==> src/rtl/mips_ctrl_pkg.sv <==
// rtl/mips_ctrl_pkg.sv - shared opcode, state and control-field encodings for the multicycle MIPS controller
package mips_ctrl_pkg;

    localparam int OPW_DEFAULT = 6;

    // Supported instruction opcodes (instr[31:26])
    localparam logic [5:0] OP_RTYPE = 6'b000000;
    localparam logic [5:0] OP_J     = 6'b000010;
    localparam logic [5:0] OP_BEQ   = 6'b000100;
    localparam logic [5:0] OP_ADDI  = 6'b001000;
    localparam logic [5:0] OP_LW    = 6'b100011;
    localparam logic [5:0] OP_SW    = 6'b101011;

    // Controller states
    typedef enum logic [3:0] {
        S_FETCH  = 4'd0,
        S_DECODE = 4'd1,
        S_MEMADR = 4'd2,
        S_MEMRD  = 4'd3,
        S_MEMWB  = 4'd4,
        S_MEMWR  = 4'd5,
        S_EXEC   = 4'd6,
        S_ALUWB  = 4'd7,
        S_BEQ    = 4'd8,
        S_ADDIEX = 4'd9,
        S_ADDIWB = 4'd10,
        S_JUMP   = 4'd11,
        S_ERROR  = 4'd12
    } state_t;

    // ALU operation select
    localparam logic [1:0] ALUOP_ADD   = 2'b00;
    localparam logic [1:0] ALUOP_SUB   = 2'b01;
    localparam logic [1:0] ALUOP_FUNCT = 2'b10;

    // PC source select
    localparam logic [1:0] PCSRC_ALU    = 2'b00;
    localparam logic [1:0] PCSRC_ALUOUT = 2'b01;
    localparam logic [1:0] PCSRC_JUMP   = 2'b10;

    // ALU B operand select
    localparam logic [1:0] SRCB_RT      = 2'b00;
    localparam logic [1:0] SRCB_FOUR    = 2'b01;
    localparam logic [1:0] SRCB_IMM     = 2'b10;
    localparam logic [1:0] SRCB_IMM_SH2 = 2'b11;

    // States that own the memory port and wait on mem_ready
    function automatic logic is_mem_state(input logic [3:0] s);
        return (s == S_FETCH) || (s == S_MEMRD) || (s == S_MEMWR);
    endfunction

endpackage

==> src/rtl/ctrl_out_decode.sv <==
// rtl/ctrl_out_decode.sv - combinational state(+mem_ready) to control-word table
module ctrl_out_decode
    import mips_ctrl_pkg::*;
(
    input  logic [3:0] i_state,
    input  logic       i_mem_ready,
    output logic       o_iord,
    output logic       o_irwrite,
    output logic       o_pcwrite,
    output logic       o_branch,
    output logic [1:0] o_pcsrc,
    output logic       o_alusrca,
    output logic [1:0] o_alusrcb,
    output logic [1:0] o_aluop,
    output logic       o_regwrite,
    output logic       o_memwrite,
    output logic       o_regdst,
    output logic       o_memtoreg,
    output logic       o_instr_done
);

    // Moore control table; only FETCH and MEMWR also look at mem_ready
    always_comb begin
        o_iord       = 1'b0;
        o_irwrite    = 1'b0;
        o_pcwrite    = 1'b0;
        o_branch     = 1'b0;
        o_pcsrc      = PCSRC_ALU;
        o_alusrca    = 1'b0;
        o_alusrcb    = SRCB_RT;
        o_aluop      = ALUOP_ADD;
        o_regwrite   = 1'b0;
        o_memwrite   = 1'b0;
        o_regdst     = 1'b0;
        o_memtoreg   = 1'b0;
        o_instr_done = 1'b0;
        case (state_t'(i_state))
            S_FETCH: begin
                o_alusrcb = SRCB_FOUR;
                o_irwrite = i_mem_ready;
                o_pcwrite = i_mem_ready;
            end
            S_DECODE: begin
                o_alusrcb = SRCB_IMM_SH2;
            end
            S_MEMADR: begin
                o_alusrca = 1'b1;
                o_alusrcb = SRCB_IMM;
            end
            S_MEMRD: begin
                o_iord = 1'b1;
            end
            S_MEMWB: begin
                o_memtoreg   = 1'b1;
                o_regwrite   = 1'b1;
                o_instr_done = 1'b1;
            end
            S_MEMWR: begin
                o_iord       = 1'b1;
                o_memwrite   = 1'b1;
                o_instr_done = i_mem_ready;
            end
            S_EXEC: begin
                o_alusrca = 1'b1;
                o_alusrcb = SRCB_RT;
                o_aluop   = ALUOP_FUNCT;
            end
            S_ALUWB: begin
                o_regdst     = 1'b1;
                o_regwrite   = 1'b1;
                o_instr_done = 1'b1;
            end
            S_BEQ: begin
                o_alusrca    = 1'b1;
                o_aluop      = ALUOP_SUB;
                o_pcsrc      = PCSRC_ALUOUT;
                o_branch     = 1'b1;
                o_instr_done = 1'b1;
            end
            S_ADDIEX: begin
                o_alusrca = 1'b1;
                o_alusrcb = SRCB_IMM;
            end
            S_ADDIWB: begin
                o_regwrite   = 1'b1;
                o_instr_done = 1'b1;
            end
            S_JUMP: begin
                o_pcsrc      = PCSRC_JUMP;
                o_pcwrite    = 1'b1;
                o_instr_done = 1'b1;
            end
            default: begin
            end
        endcase
    end

endmodule

==> src/rtl/mips_multicycle_ctrl.sv <==
// rtl/mips_multicycle_ctrl.sv - multicycle MIPS control FSM with memory-wait timeout
module mips_multicycle_ctrl
    import mips_ctrl_pkg::*;
#(
    parameter int OPW        = 6,
    parameter int WAIT_LIMIT = 15
) (
    input  logic           clk,
    input  logic           rst,
    input  logic [OPW-1:0] opcode,
    input  logic           mem_ready,
    output logic           IorD,
    output logic           IRWrite,
    output logic           PCWrite,
    output logic           Branch,
    output logic [1:0]     PCSrc,
    output logic           ALUSrcA,
    output logic [1:0]     ALUSrcB,
    output logic [1:0]     ALUOp,
    output logic           RegWrite,
    output logic           MemWrite,
    output logic           RegDst,
    output logic           MemtoReg,
    output logic           instr_done,
    output logic           illegal_op,
    output logic           fault
);

    state_t     r_state;
    state_t     w_state_next;
    logic [7:0] r_wait_cnt;
    logic       r_fault;
    logic       w_in_mem;
    logic       w_timeout;
    logic       w_op_legal;

    logic       w_irwrite;
    logic       w_pcwrite;
    logic       w_branch;
    logic       w_regwrite;
    logic       w_memwrite;

    assign w_in_mem   = is_mem_state(r_state);
    // The limit cycle only faults if the access still has not completed
    assign w_timeout  = w_in_mem && !mem_ready && (r_wait_cnt == 8'(WAIT_LIMIT - 1));
    assign w_op_legal = (opcode == OPW'(OP_RTYPE)) || (opcode == OPW'(OP_J))  ||
                        (opcode == OPW'(OP_BEQ))   || (opcode == OPW'(OP_ADDI)) ||
                        (opcode == OPW'(OP_LW))    || (opcode == OPW'(OP_SW));

    // State register
    always_ff @(posedge clk) begin
        if (rst) begin
            r_state <= S_FETCH;
        end else begin
            r_state <= w_state_next;
        end
    end

    // Wait counter clears on every state change; fault is sticky until reset
    always_ff @(posedge clk) begin
        if (rst) begin
            r_wait_cnt <= 8'd0;
            r_fault    <= 1'b0;
        end else begin
            if (w_state_next != r_state) begin
                r_wait_cnt <= 8'd0;
            end else if (w_in_mem && !mem_ready) begin
                r_wait_cnt <= r_wait_cnt + 8'd1;
            end
            if (w_state_next == S_ERROR) begin
                r_fault <= 1'b1;
            end
        end
    end

    // Next-state sequencing; opcode is only consulted in DECODE and MEMADR
    always_comb begin
        w_state_next = r_state;
        case (r_state)
            S_FETCH: begin
                if (mem_ready)      w_state_next = S_DECODE;
                else if (w_timeout) w_state_next = S_ERROR;
            end
            S_DECODE: begin
                if ((opcode == OPW'(OP_LW)) || (opcode == OPW'(OP_SW))) w_state_next = S_MEMADR;
                else if (opcode == OPW'(OP_RTYPE))                      w_state_next = S_EXEC;
                else if (opcode == OPW'(OP_BEQ))                        w_state_next = S_BEQ;
                else if (opcode == OPW'(OP_ADDI))                       w_state_next = S_ADDIEX;
                else if (opcode == OPW'(OP_J))                          w_state_next = S_JUMP;
                else                                                    w_state_next = S_FETCH;
            end
            S_MEMADR: begin
                w_state_next = (opcode == OPW'(OP_SW)) ? S_MEMWR : S_MEMRD;
            end
            S_MEMRD: begin
                if (mem_ready)      w_state_next = S_MEMWB;
                else if (w_timeout) w_state_next = S_ERROR;
            end
            S_MEMWR: begin
                if (mem_ready)      w_state_next = S_FETCH;
                else if (w_timeout) w_state_next = S_ERROR;
            end
            S_EXEC:   w_state_next = S_ALUWB;
            S_ADDIEX: w_state_next = S_ADDIWB;
            S_MEMWB, S_ALUWB, S_BEQ, S_ADDIWB, S_JUMP: w_state_next = S_FETCH;
            S_ERROR:  w_state_next = S_ERROR;
            default:  w_state_next = S_FETCH;
        endcase
    end

    ctrl_out_decode u_decode (
        .i_state      (r_state),
        .i_mem_ready  (mem_ready),
        .o_iord       (IorD),
        .o_irwrite    (w_irwrite),
        .o_pcwrite    (w_pcwrite),
        .o_branch     (w_branch),
        .o_pcsrc      (PCSrc),
        .o_alusrca    (ALUSrcA),
        .o_alusrcb    (ALUSrcB),
        .o_aluop      (ALUOp),
        .o_regwrite   (w_regwrite),
        .o_memwrite   (w_memwrite),
        .o_regdst     (RegDst),
        .o_memtoreg   (MemtoReg),
        .o_instr_done (instr_done)
    );

    // Write enables are suppressed during reset so an abandoned instruction has no side effects
    always_comb begin
        IRWrite    = w_irwrite  && !rst;
        PCWrite    = w_pcwrite  && !rst;
        Branch     = w_branch   && !rst;
        RegWrite   = w_regwrite && !rst;
        MemWrite   = w_memwrite && !rst;
        illegal_op = (r_state == S_DECODE) && !w_op_legal;
        fault      = r_fault;
    end

endmodule

==> config.mk <==
export PLATFORM = sky130hd
export DESIGN_NAME = mips_multicycle_ctrl
export DESIGN_NICKNAME = d
export VERILOG_FILES = /design/src/rtl/mips_ctrl_pkg.sv /design/src/rtl/ctrl_out_decode.sv /design/src/rtl/mips_multicycle_ctrl.sv
export SDC_FILE = /design/constraint.sdc
export NUM_CORES = 1
export LEC_CHECK = 0
export ABC_AREA = 0
export CORE_AREA = 2 2 59 61
export CTS_BUF_LIST = sky130_fd_sc_hd__clkbuf_8 sky130_fd_sc_hd__clkbuf_16
export CTS_CLUSTER_SIZE = 25
export DETAILED_ROUTE_END_ITERATION = 7
export DIE_AREA = 0 0 61 63
export GPL_TIMING_DRIVEN = 0
export PLACE_DENSITY_LB_ADDON = 0.08
export SKIP_CTS_REPAIR_TIMING = 1
export SYNTH_ARGS = -nofsm -noshare
export SYNTH_HDL_FRONTEND = slang
export SYNTH_SLANG_ARGS = --single-unit
==> constraint.sdc <==
create_clock -name clk -period 2 [get_ports clk]
set_clock_uncertainty 0.15 [all_clocks]
set_input_delay 0.5 -clock clk [delete_from_list [all_inputs] [get_ports clk]]
set_output_delay 0.5 -clock clk [all_outputs]
set_load 0.01 [all_outputs]
==> impl_metrics.yaml <==
outcome:
  violations: "negative setup slack"
  outcome: "finished, violations left"
layout:
  fillers: 270
  fin_nets: 244
  final_layout_size_suffix_gt1_share_pct: 51.29
  n_antenna_cell: 0
  fin_util_pct: 70.46
  final_cells: 278
  syn_to_final_growth_pct: 64.71
placed_design:
  routabilityCongestion: 0.8285
  place_inst: 236
  dpl.hpwl_um: 2625
  io_buffers: 24
  pre_cts_ws_ns: -1.006
routing:
  num_vias: 1538
  wl_per_cell_um: 16.05
  wl_um: 4462
  drtIter0Drc: 85
  vias_per_cell: 5.532
  postRouteAntennaNets: 0
  first_pass_iters: 4
  route.detailed.drc: 0
floorplan:
  fp.coreArea_um2: 3232
  die_h_um: 63
  fp-row-count: 21
  die-area_um2: 3843
  io_pins: 27
  initial_utilization_pct: 42.78
  dieWidth_um: 61
synth:
  synthFlopType: "dfxtp_1"
  post-synth-top-area-fraction_pct: 18.82
  synth_edf_count: 0
  synthesis.area_um2: 1383
  synth_fa_ha_area_share_pct: 1.810
  synth-xor-area-share_pct: 6.335
  synth_seq_cells: 13
  async_flop_share_pct: 0
  ys_seq_area_share_pct: 18.82
  synth_area_leaders: "dfxtp_1, nor3_1, buf_6, a21oi_1, xnor2_1"
  synth_cell_types: 56
  syn_area_per_cell_um2: 8.329
  synth_warnings: 0
  syn_nets: 177
  synth_top_area_cell: "dfxtp_1"
  synthMuxAreaShare_pct: 0
  synth_compound_area_share_pct: 27.06
  synthCells: 166
  yosys.area_share.simple_pct: 35.66
  synth_top_family_by_area: "simple AND/OR/NAND/NOR gates"
setup_path:
  worstPathMaxFanout: 3
  endpoint_kind: "output port"
  crit_type: "in -> out"
  worst_ep_arrival_time_ns: 1.54
  worst_setup_path_start_kind: "primary input"
  worstPathRequired_ns: 1.35
sta:
  report.final.slew_viol_count: 0
  slew_headroom_pct: 70.73
  finalHoldViolations: 0
  fin_crit_ns: 2.194
  fin_ws_ns: -0.1939
  fin_crit_sh_pct: 109.7
  max_clock_freq_ghz: 0.4558
  tightest_slew_ns: 0.4381
  setup_tns_ns: -1.394
  setup-violations-final: 16
  rsz0062_at_grt: "yes"
pwr:
  p_leak_nw: 0.9698
  power_density_nw_per_um2: 328.0
  total_power_uw: 746.9
  peakVddDrop_mv: 0.4013
clock_tree:
  root_buffer: "clkbuf_8"
  clockBufferDepth: 2
  cts_buffers: 3
  clock_latency_ns: 0.24
  htree_num_levels: 1
  cts_tree: "yes"
  cts.sinks: 13
  path_clk_slew_ns: 0.05
global_route:
  antenna_found_initial: 0
  grt_usage_pct: 19.36
  grt_pass1_vias: 1274
  grt_max_degree: 11
  overflow: 0
  grt_first_pass_wirelength_um: 5837
hold_path:
  hold_path_class: "reg -> reg"
flow_run:
  cap_viol_max_count: 0
[worst max-delay path, stage by stage]
cell and delay, ns:
dlymetal6s2s_1 0.18, xor2_1 0.17, o211a_1 0.26, and4bb_2 0.30, clkbuf_2 0.13
[cell usage in the layout, fill, tap and decap left out, types with 2 or more instances in the layout]
cell,instances
dfxtp_1,9
o21ai_0,6
nor3b_1,2
xnor2_1,6
a31oi_1,2
a21oi_1,10
buf_4,31
buf_2,9
nor2b_1,3
buf_6,13
o21bai_1,2
clkbuf_2,4
dlymetal6s2s_1,9
nor4b_4,2
and3_4,2
clkbuf_8,3
nor3_2,8
buf_8,7
inv_1,4
buf_12,3
or2_4,2
and4bb_2,2
nand2_1,7
nand3_1,4
nand2b_1,3
xor2_1,4
nor2_2,2
ha_1,2
nand4_1,3
nand2_2,2
o21ai_1,2
o211a_1,2
nor2_1,7
nor3_1,11
a2111oi_4,2
nor2_4,3
and3_1,2
dfxtp_4,3
and2_1,2
[Yosys cell counts (2+ instances only)]
| master | instances |
|---|---|
| nor4_1 | 2 |
| nor4b_2 | 2 |
| nand2_1 | 8 |
| dfxtp_1 | 13 |
| ha_1 | 2 |
| a31oi_1 | 2 |
| nor3b_2 | 2 |
| o21bai_1 | 2 |
| buf_6 | 8 |
| a21oi_1 | 11 |
| xnor2_1 | 6 |
| nor3b_1 | 2 |
| or2_2 | 2 |
| nor2_1 | 12 |
| nor2b_1 | 4 |
| buf_4 | 2 |
| and2_1 | 2 |
| nand2b_1 | 4 |
| a211oi_1 | 2 |
| o211a_1 | 2 |
| nor3_1 | 20 |
| xor2_1 | 4 |
| nand4_1 | 3 |
| o21ai_0 | 8 |
| and4bb_2 | 2 |
| nand3_1 | 4 |
| clkbuf_1 | 3 |
| inv_1 | 3 |
| and3_1 | 2 |
[final timing paths]
path                   start            end  slack (ns)  depth (start not counted)
setup / recovery   opcode[2]     illegal_op       -0.19                          5
setup reg to reg  r_state[1]  r_wait_cnt[5]       -0.11                          8
hold / removal         fault          fault        0.41                          2
hold reg to reg        fault          fault        0.41                          2
[cell families (layout without fill, tap and decap cells)]
family          Yosys count  in the layout
simple gates             81             81
compound gates           42             42
buf+inv                  18             84
flops                    13             13
xor+xnor                 10             10
fa+ha+maj                 2              2
[per-layer routing]
metal,track usage (%),vias up,routed length [um]
li1,-,744,-
met1,26.16,746,1874
met2,32.66,42,2355
met3,1.035,6,175
met4,5.163,0,57
met5,0,-,0
[sequential cells by signal (all words and copies together) (netlist names)]
register and flops:
r_state 4, fault 1, r_wait_cnt 8
[through the flow]
step                      area, um2  hold slack [ns]
after floorplan                1396           0.3642
final                          2277           0.4142
after global routing           2277           0.4409
after CTS                      1739           0.4136
after detailed placement       1694           0.3995
after global placement         1694           0.3819
[power by group]
part / internal, mW / switching [mW] / total (mW)
registers: 0.262 / 0.00612 / 0.268
logic: 0.131 / 0.129 / 0.260
clock network: 0.135 / 0.0843 / 0.219
total: 0.528 / 0.219 / 0.747
[layout make-up]
| class | count | area [um2] | area share (%) |
|---|---|---|---|
| Tap cell | 46 | 57.56 | 2.527 |
| Inverter | 3 | 11.26 | 0.4945 |
| Multi-Input combinational cell | 135 | 1159 | 50.88 |
| Buffer | 15 | 198.9 | 8.736 |
| Clock inverter | 1 | 3.754 | 0.1648 |
| Timing Repair Buffer | 62 | 533.0 | 23.41 |
| Clock buffer | 3 | 41.29 | 1.813 |
| Sequential cell | 13 | 272.8 | 11.98 |
Power figures use the tool's default switching activity.
